`src/rtl/fir_param_if.sv`:
```
// fir_param_if: sample/coefficient bus of the parametrised FIR.
//   master : sample source / coefficient loader (drives VIN, DIN, CLOAD,
//            CADDR, CDATA, CCOMMIT; receives DOUT, VOUT, SAT)
//   slave  : fir_param
// Signals:
//   VIN      sample valid             DIN    signed input sample
//   CLOAD    shadow coefficient write CADDR  tap index of the write
//   CDATA    signed coefficient       CCOMMIT shadow -> active bank copy
//   DOUT     signed filtered output   VOUT   output valid
//   SAT      DOUT of this sample was clipped
interface fir_param_if #(
  parameter int DATA_WIDTH = 13,
  parameter int COEF_WIDTH = 13,
  parameter int TAPS       = 8
);
  localparam int AW = $clog2(TAPS);

  logic                         VIN;
  logic signed [DATA_WIDTH-1:0] DIN;
  logic                         CLOAD;
  logic [AW-1:0]                CADDR;
  logic signed [COEF_WIDTH-1:0] CDATA;
  logic                         CCOMMIT;
  logic signed [DATA_WIDTH-1:0] DOUT;
  logic                         VOUT;
  logic                         SAT;

  modport master (
    output VIN, DIN, CLOAD, CADDR, CDATA, CCOMMIT,
    input  DOUT, VOUT, SAT
  );

  modport slave (
    input  VIN, DIN, CLOAD, CADDR, CDATA, CCOMMIT,
    output DOUT, VOUT, SAT
  );
endinterface

```
`src/rtl/fir_param.sv`:
```
// fir_param: fully pipelined direct-form FIR, one sample per clock, no
// backpressure. Double-buffered coefficient bank (shadow written by CLOAD,
// copied to active by CCOMMIT), round-half-up scaling by SHIFT and
// saturation to DATA_WIDTH with a per-sample SAT flag.
// Ports:
//   CLK    rising-edge clock
//   RST_n  asynchronous active-low reset, clears all state
//   bus    fir_param_if.slave (sample in, coefficient load, result out)
// Latency: $clog2(TAPS)+3 register stages (tap, product, tree, output).
module fir_param #(
  parameter int DATA_WIDTH = 13,
  parameter int COEF_WIDTH = 13,
  parameter int TAPS       = 8,
  parameter int SHIFT      = 12
) (
  input  logic       CLK,
  input  logic       RST_n,
  fir_param_if.slave bus
);
  localparam int AW     = $clog2(TAPS);
  localparam int LVL    = $clog2(TAPS);
  localparam int LEAVES = 1 << LVL;
  localparam int PW     = DATA_WIDTH + COEF_WIDTH;
  localparam int ACC_W  = PW + LVL;
  // one extra bit so adding the rounding constant can never wrap
  localparam int OW     = ACC_W + 1;

  localparam logic [AW:0]   TAPS_C = (AW+1)'(TAPS);
  localparam logic [OW-1:0] ONE    = {{(OW-1){1'b0}}, 1'b1};
  localparam logic [OW-1:0] RND    = (ONE << SHIFT) >> 1;

  logic signed [DATA_WIDTH-1:0] x_q      [TAPS];
  logic signed [COEF_WIDTH-1:0] shadow_q [TAPS];
  logic signed [COEF_WIDTH-1:0] active_q [TAPS];

  logic signed [PW-1:0]         mul_d    [TAPS];
  logic signed [ACC_W-1:0]      prod_d   [LEAVES];
  // heap-ordered adder tree: node i sums nodes 2i and 2i+1, leaves are
  // LEAVES..2*LEAVES-1 (product register), node 1 is the root
  logic signed [ACC_W-1:0]      node_q   [1:2*LEAVES-1];

  logic [LVL+1:0]               vld_q;
  logic signed [OW-1:0]         rnd_sum;
  logic signed [OW-1:0]         scaled;
  logic                         clip_d;
  logic signed [DATA_WIDTH-1:0] dout_d;

  logic signed [DATA_WIDTH-1:0] dout_q;
  logic                         vout_q;
  logic                         sat_q;

  // Delay line and coefficient banks. On a CLOAD+CCOMMIT edge the active
  // bank takes the pre-edge shadow, so the new write waits for the next commit.
  always_ff @(posedge CLK or negedge RST_n) begin
    if (!RST_n) begin
      for (int k = 0; k < TAPS; k++) begin
        x_q[k]      <= '0;
        shadow_q[k] <= '0;
        active_q[k] <= '0;
      end
    end else begin
      if (bus.VIN) begin
        x_q[0] <= bus.DIN;
        for (int k = 1; k < TAPS; k++) x_q[k] <= x_q[k-1];
      end
      if (bus.CLOAD && ({1'b0, bus.CADDR} < TAPS_C)) shadow_q[bus.CADDR] <= bus.CDATA;
      if (bus.CCOMMIT) begin
        for (int k = 0; k < TAPS; k++) active_q[k] <= shadow_q[k];
      end
    end
  end

  always_comb begin
    for (int k = 0; k < TAPS; k++) begin
      mul_d[k] = $signed({{COEF_WIDTH{x_q[k][DATA_WIDTH-1]}}, x_q[k]}) *
                 $signed({{DATA_WIDTH{active_q[k][COEF_WIDTH-1]}}, active_q[k]});
    end
  end

  always_comb begin
    for (int k = 0; k < LEAVES; k++) prod_d[k] = '0;
    for (int k = 0; k < TAPS; k++) prod_d[k] = {{LVL{mul_d[k][PW-1]}}, mul_d[k]};
  end

  // Round half up, arithmetic shift, then clip: the value fits only when
  // every bit from the output sign bit upward is identical.
  always_comb begin
    rnd_sum = {node_q[1][ACC_W-1], node_q[1]} + RND;
    scaled  = rnd_sum >>> SHIFT;
    clip_d  = (|scaled[OW-1:DATA_WIDTH-1]) & ~(&scaled[OW-1:DATA_WIDTH-1]);
    if (clip_d) begin
      dout_d = scaled[OW-1] ? {1'b1, {(DATA_WIDTH-1){1'b0}}}
                            : {1'b0, {(DATA_WIDTH-1){1'b1}}};
    end else begin
      dout_d = scaled[DATA_WIDTH-1:0];
    end
  end

  always_ff @(posedge CLK or negedge RST_n) begin
    if (!RST_n) begin
      for (int i = 1; i < 2*LEAVES; i++) node_q[i] <= '0;
      vld_q  <= '0;
      dout_q <= '0;
      vout_q <= 1'b0;
      sat_q  <= 1'b0;
    end else begin
      for (int k = 0; k < LEAVES; k++) node_q[LEAVES+k] <= prod_d[k];
      for (int i = 1; i < LEAVES; i++) node_q[i] <= node_q[2*i] + node_q[2*i+1];
      // vld_q[0] tracks the tap stage, vld_q[LVL+1] the tree root
      vld_q  <= {vld_q[LVL:0], bus.VIN};
      vout_q <= vld_q[LVL+1];
      sat_q  <= vld_q[LVL+1] & clip_d;
      if (vld_q[LVL+1]) dout_q <= dout_d;
    end
  end

  assign bus.DOUT = dout_q;
  assign bus.VOUT = vout_q;
  assign bus.SAT  = sat_q;
endmodule

```
`src/flat_wrapper.sv`:
```
// flat-port wrapper written by rule: the top's interface ports become plain ports
module fir_param_flat 
#(
  parameter int DATA_WIDTH = 13,
  parameter int COEF_WIDTH = 13,
  parameter int TAPS       = 8,
  parameter int SHIFT      = 12
)
  (CLK, RST_n, bus_VIN, bus_DIN, bus_CLOAD, bus_CADDR, bus_CDATA, bus_CCOMMIT, bus_DOUT, bus_VOUT, bus_SAT);
  fir_param_if #(.DATA_WIDTH(DATA_WIDTH), .COEF_WIDTH(COEF_WIDTH), .TAPS(TAPS)) bus_i ();
  input  logic CLK;
  input  logic RST_n;
  input wire logic [$bits(bus_i.VIN)-1:0] bus_VIN;
  input wire logic [$bits(bus_i.DIN)-1:0] bus_DIN;
  input wire logic [$bits(bus_i.CLOAD)-1:0] bus_CLOAD;
  input wire logic [$bits(bus_i.CADDR)-1:0] bus_CADDR;
  input wire logic [$bits(bus_i.CDATA)-1:0] bus_CDATA;
  input wire logic [$bits(bus_i.CCOMMIT)-1:0] bus_CCOMMIT;
  output wire logic [$bits(bus_i.DOUT)-1:0] bus_DOUT;
  output wire logic [$bits(bus_i.VOUT)-1:0] bus_VOUT;
  output wire logic [$bits(bus_i.SAT)-1:0] bus_SAT;
  assign bus_i.VIN = bus_VIN;
  assign bus_i.DIN = bus_DIN;
  assign bus_i.CLOAD = bus_CLOAD;
  assign bus_i.CADDR = bus_CADDR;
  assign bus_i.CDATA = bus_CDATA;
  assign bus_i.CCOMMIT = bus_CCOMMIT;
  assign bus_DOUT = bus_i.DOUT;
  assign bus_VOUT = bus_i.VOUT;
  assign bus_SAT = bus_i.SAT;
  fir_param #(.DATA_WIDTH(DATA_WIDTH), .COEF_WIDTH(COEF_WIDTH), .TAPS(TAPS), .SHIFT(SHIFT)) u_core (.CLK(CLK), .RST_n(RST_n), .bus(bus_i));
endmodule
```
`config.mk`:
```
export PLATFORM = sky130hd
export DESIGN_NAME = fir_param_flat
export DESIGN_NICKNAME = d
export VERILOG_FILES = /design/src/rtl/fir_param_if.sv /design/src/rtl/fir_param.sv /design/src/flat_wrapper.sv
export SDC_FILE = /design/constraint.sdc
export NUM_CORES = 2
export LEC_CHECK = 0
export CAP_MARGIN = 20
export CORE_UTILIZATION = 55
export DETAILED_ROUTE_END_ITERATION = 8
export GPL_TIMING_DRIVEN = 0
export PLACE_DENSITY = 0.71
export SKIP_LAST_GASP = 1
export SLEW_MARGIN = 10
export SYNTH_ARGS = -nofsm -noshare
export SYNTH_HDL_FRONTEND = slang
export SYNTH_SLANG_ARGS = --single-unit
```
`constraint.sdc`:
```
create_clock -name CLK -period 11.2 [get_ports CLK]
set_input_delay 2.24 -clock CLK [delete_from_list [all_inputs] [get_ports CLK]]
set_output_delay 2.24 -clock CLK [all_outputs]
set_load 0.02 [all_outputs]
```
Word-level counts from Yosys, hierarchy flattened
Index checks and enable logic that the tools add are counted.
{ "word_totals": {"ff_bits": 743, "in_bits": 34, "wordCells": 73} }
{ "op_classes": {"add_sub_neg": 8, "mul": 8, "n_lt_le_gt_ge": 2, "n_mux": 5, "bitwise_logic": 4, "n_reduce_logical": 3} }
{ "op_table": {"columns": ["operator", "n"], "rows": [
  ["13-bit by 13-bit multiplier with 26-bit output", 8],
  ["26-bit by 26-bit adder with 27-bit output", 4],
  ["104-bit bitwise mux", 1],
  ["29-bit adder", 3],
  ["13-bit demux with 3-bit select", 1],
  ["13-bit two-way mux", 3],
  ["29-bit by 13-bit adder with 30-bit output, second input constant", 1],
  ["6-bit AND reduction", 1],
  ["6-bit OR reduction", 1],
  ["4-bit >= comparator, second input constant", 1],
  ["4-bit by 1-bit < comparator with 1-bit output, second input constant", 1],
  ["3-bit inverter with 4-bit output", 1],
  ["1-bit bitwise AND", 2],
  ["1-bit logical AND", 1],
  ["1-bit inverter", 1]
]} }

Logic depth before layout (Yosys ltp)
{ "logic_depth": {"ltp_word": 6, "ltp_mapped": 24} }

Worst setup path before layout
Ideal clock, no wire load.
{ "synth_timing": {"path_type": "register to register", "start": "register u_core.active_q[92] in the netlist's numbering", "end": "register, netlist name u_core.node_q[228]", "setup_time_ns": 0.105, "t_arrival_ns": 5.863, "required_time_ns": 11.095, "setup_slack_ns": 5.232, "stages_incl_launch_ff": 21, "path_buffers": 1, "synth_period_minus_slack_ns": 5.968, "cell_sequence": "dfrtp_1 > clkbuf_1 > and2_1 > fa_1 > inv_1 > fa_1 > inv_1 > fa_1 > fa_1 > fa_1 > fa_1 > ha_1 > a21o_1 > a21o_1 > a21o_1 > a21o_1 > o31a_1 > o31a_1 > o21a_1 > mux2i_1 > nor4b_1"} }
{ "synth_rtl": {"columns": ["element", "line_no", "rtl"], "rows": [
  ["start: declaration", "fir_param.sv:34", "logic signed [COEF_WIDTH-1:0] active_q [TAPS];"],
  ["start signal: indexed assignment", "fir_param.sv:59", "active_q[k] <= '0;"]
]} }

==> impl_metrics.tcl <==
set metrics [dict create \
    synth_fp_nets 9915 \
    hold_end "u_core.vld_q[4]$_DFF_PN0_" \
    rows 140 \
    ys_ff_latch 724 \
    yosysTopAreaCell "fa_1" \
    start_kind "flip-flop" \
    synth-seq-area-share_pct 22.4 \
    fillers 12300 \
    grt_pass1_vias 59200 \
    grt_setup_unrepaired "no" \
    hold_path.startpoint "u_core.vld_q[3]$_DFF_PN0_" \
    hold_slack_ps 348 \
    critPathArrivalTime_ps 7450 \
    slowest_stage "fa_1" \
    die_y_um 386 \
    drive_gt1_share_pct 6.30 \
    synthArstFlopShare_pct 100 \
    drt_first_pass_iters 7 \
    r2r_start "u_core.x_q[51]$_DFFE_PN0P_" \
    fp.dieW_um 386 \
    ys_top_cells_by_area "fa_1 (32%), dfrtp_1 (22%), ha_1 (11%)" \
    relSlewSlack_pct 21.4 \
    numCtsBuffers 83 \
    grt_max_degree 111 \
    globalplace.congestion 0.958 \
    core_region_area_um2 146000 \
    place_hpwl_um 164000 \
    clk_latency_ps 700 \
    initial_core_util_pct 55.5 \
    dieArea_um2 149000 \
    synthCells 7857 \
    r2r_setup_slack_ps 4300 \
    port_buffers 47 \
    worst-endpoint-required_ps 11740 \
    fin_crit_sh_pct 61.6 \
    grt.total_usage_pct 28.2 \
    cts_resized 0 \
    cts.htree.levels 3 \
    critPathTopFamily "adder cells" \
    cts_hold_buf 0 \
    fin_crit_ps 6900 \
    drt-total-wl_um 200000 \
    grt_antenna_before_repair 12 \
    drc_errors 0 \
    wl_per_cell_um 20.0 \
    crit_start "u_core.x_q[51]$_DFFE_PN0P_" \
    holdPathStages 0 \
    cp_cell_sequence "clkbuf_1, nand2_1, fa_1, fa_1, inv_1, fa_1, fa_1, inv_1, fa_1, inv_1, ha_1, ha_1, a21o_1, a21o_1, a21oi_1, o21ai_0, a2111oi_0, a2bb2oi_1" \
    ys.flop_type "dfrtp_1" \
    finalSetupTns_ps 0 \
    status "completed" \
    regToRegEndpoint "u_core.node_q[110]$_DFF_PN0_" \
    grt_pass1_wl_um 323000 \
    crit_path_frequent_cell "fa_1" \
    crit_fanout 10 \
    routed-via-count 54600 \
    ios 49 \
    rr_worst_depth 18 \
    finalWorstSetupSlack_ps 4300 \
    synth_top_area_share_pct 32.2 \
    ant_nets 0 \
    synth_most_common_cell "inv_1" \
    placedCellCount 9832 \
    tightest_slew_ps 1180 \
    finClkSkew_ps 30.5 \
    yosysWarnings 0 \
    finalHoldViolations 0 \
    synthesis.area_um2 81100 \
    worst-path-buf-inv 4 \
    min_path_type "flip-flop to flip-flop" \
    clock-sinks 724 \
    grt.overflow.total 0 \
    cts_setup_buffers 0 \
    clockBufferDepth 3 \
    cts_tree "built" \
    crit_cells 18 \
    cap_violations 0 \
    clock-root-buffer "clkbuf_16" \
    routed_via_density 5.47 \
    post-place-ws_ps 4400 \
    synth-edff-count 0 \
    crit_type "flip-flop to flip-flop" \
    maxSlewViolCount 0 \
    nNetsFinal 10100 \
    synth_commonest_cells "inv_1 (1456), fa_1 (1302), nand2_1 (766), dfrtp_1 (724), ha_1 (722)" \
    areaGrowthSynthToFinish_pct 7.19 \
    ys_types 77 \
    worstSetupEndpointType "flip-flop" \
    syn-mean-instance-area_um2 10.3 \
    fmax_mhz 145 \
    drtIter0Drc 3470 \
    setup_viol 0 \
    instances_no_fill 9989 \
    path_clk_slew_ps 60 \
    critPathMaxStageDelay_ps 780 \
]
[placed cells by master, fill, tap and decap left out, types with 37 or more instances in the layout]
master / count
clkbuf_16: 84
inv_1: 1456
clkbuf_1: 255
o21bai_1: 39
xnor2_1: 302
a21o_1: 98
nor2b_1: 55
nor2_1: 244
nand2_1: 766
nand2b_1: 66
dfrtp_1: 724
xor2_1: 54
ha_1: 722
nand3_1: 55
a21oi_1: 210
o21ai_0: 158
clkdlybuf4s50_1: 37
nor3_1: 54
fa_1: 1302
and2_1: 614
mux2_2: 319
o21a_1: 60
[metal layers]
| layer | global-route usage, % | part of all wire [%] | wire length [µm] | vias up |
|---|---|---|---|---|
| li1 | - | - | - | 24800 |
| met1 | 38.1 | 43 | 85900 | 28000 |
| met2 | 46.1 | 47 | 93900 | 1414 |
| met3 | 4.31 | 5.9 | 11800 | 376 |
| met4 | 10.5 | 4.0 | 8050 | 4 |
| met5 | 0 | 0.011 | 22 | - |
[final cells by class]
cell class / instances / area (µm²) / area share (%)
antenna: 7 / 17.5 / 0.0202
clock inverter: 37 / 390 / 0.449
timing repair buffer: 58 / 688 / 0.792
tap: 1917 / 2400 / 2.76
clock buffer: 113 / 2320 / 2.67
sequential: 724 / 18100 / 20.9
multi-input combinational: 5428 / 56500 / 65.1
buffer: 247 / 957 / 1.10
inverter: 1458 / 5470 / 6.30
[registers in the layout, summed over array words and instances (netlist names)]
signal	flops
u_core.bus.VOUT	1
u_core.bus.SAT	1
u_core.vld_q	5
u_core.active_q	104
u_core.shadow_q	104
u_core.x_q	104
u_core.node_q	392
u_core.bus.DOUT	13
[per-stage QoR]
step           cell area (µm²)  utilization, %
6_report                 86900            59.5
5_1_grt                  86900            59.5
4_1_cts                  86900            59.5
3_5_place_dp             84200            57.7
3_3_place_gp             83900            57.5
2_1_floorplan            81100               -
[cells by family after synthesis]
group	after synthesis	share of synthesized area [%]
XOR/XNOR	356	3.85
adder cells (fa/ha/maj)	2024	43.3
flip-flops	724	22.4
AND/OR/NAND/NOR	1950	11.8
AO/OA/AOI/OAI	775	6.25
buffers and inverters	1705	7.93
multiplexers	323	4.48
[worst reg2reg max path: stages (launching register included)]
cell and delay [ps]:
dfrtp_1 670, clkbuf_1 480, nand2_1 200, fa_1 550, fa_1 780, inv_1 250, fa_1 520, fa_1 430
inv_1 80, fa_1 410, inv_1 70, ha_1 230, ha_1 350, a21o_1 200, a21o_1 180, a21oi_1 190
o21ai_0 150, a2111oi_0 580, a2bb2oi_1 460
[worst max path at each step]
stage	end
4_1_cts	u_core.node_q[228]$_DFF_PN0_
3_5_place_dp	u_core.node_q[228]$_DFF_PN0_
6_report	u_core.node_q[110]$_DFF_PN0_
3_3_place_gp	u_core.x_q[97]$_DFFE_PN0P_
2_1_floorplan	u_core.node_q[228]$_DFF_PN0_
5_1_grt	u_core.node_q[25]$_DFF_PN0_
Power is left out: the tool's default activity adds up to more than one toggle a clock period on the data nets, which glitch-free logic cannot reach.
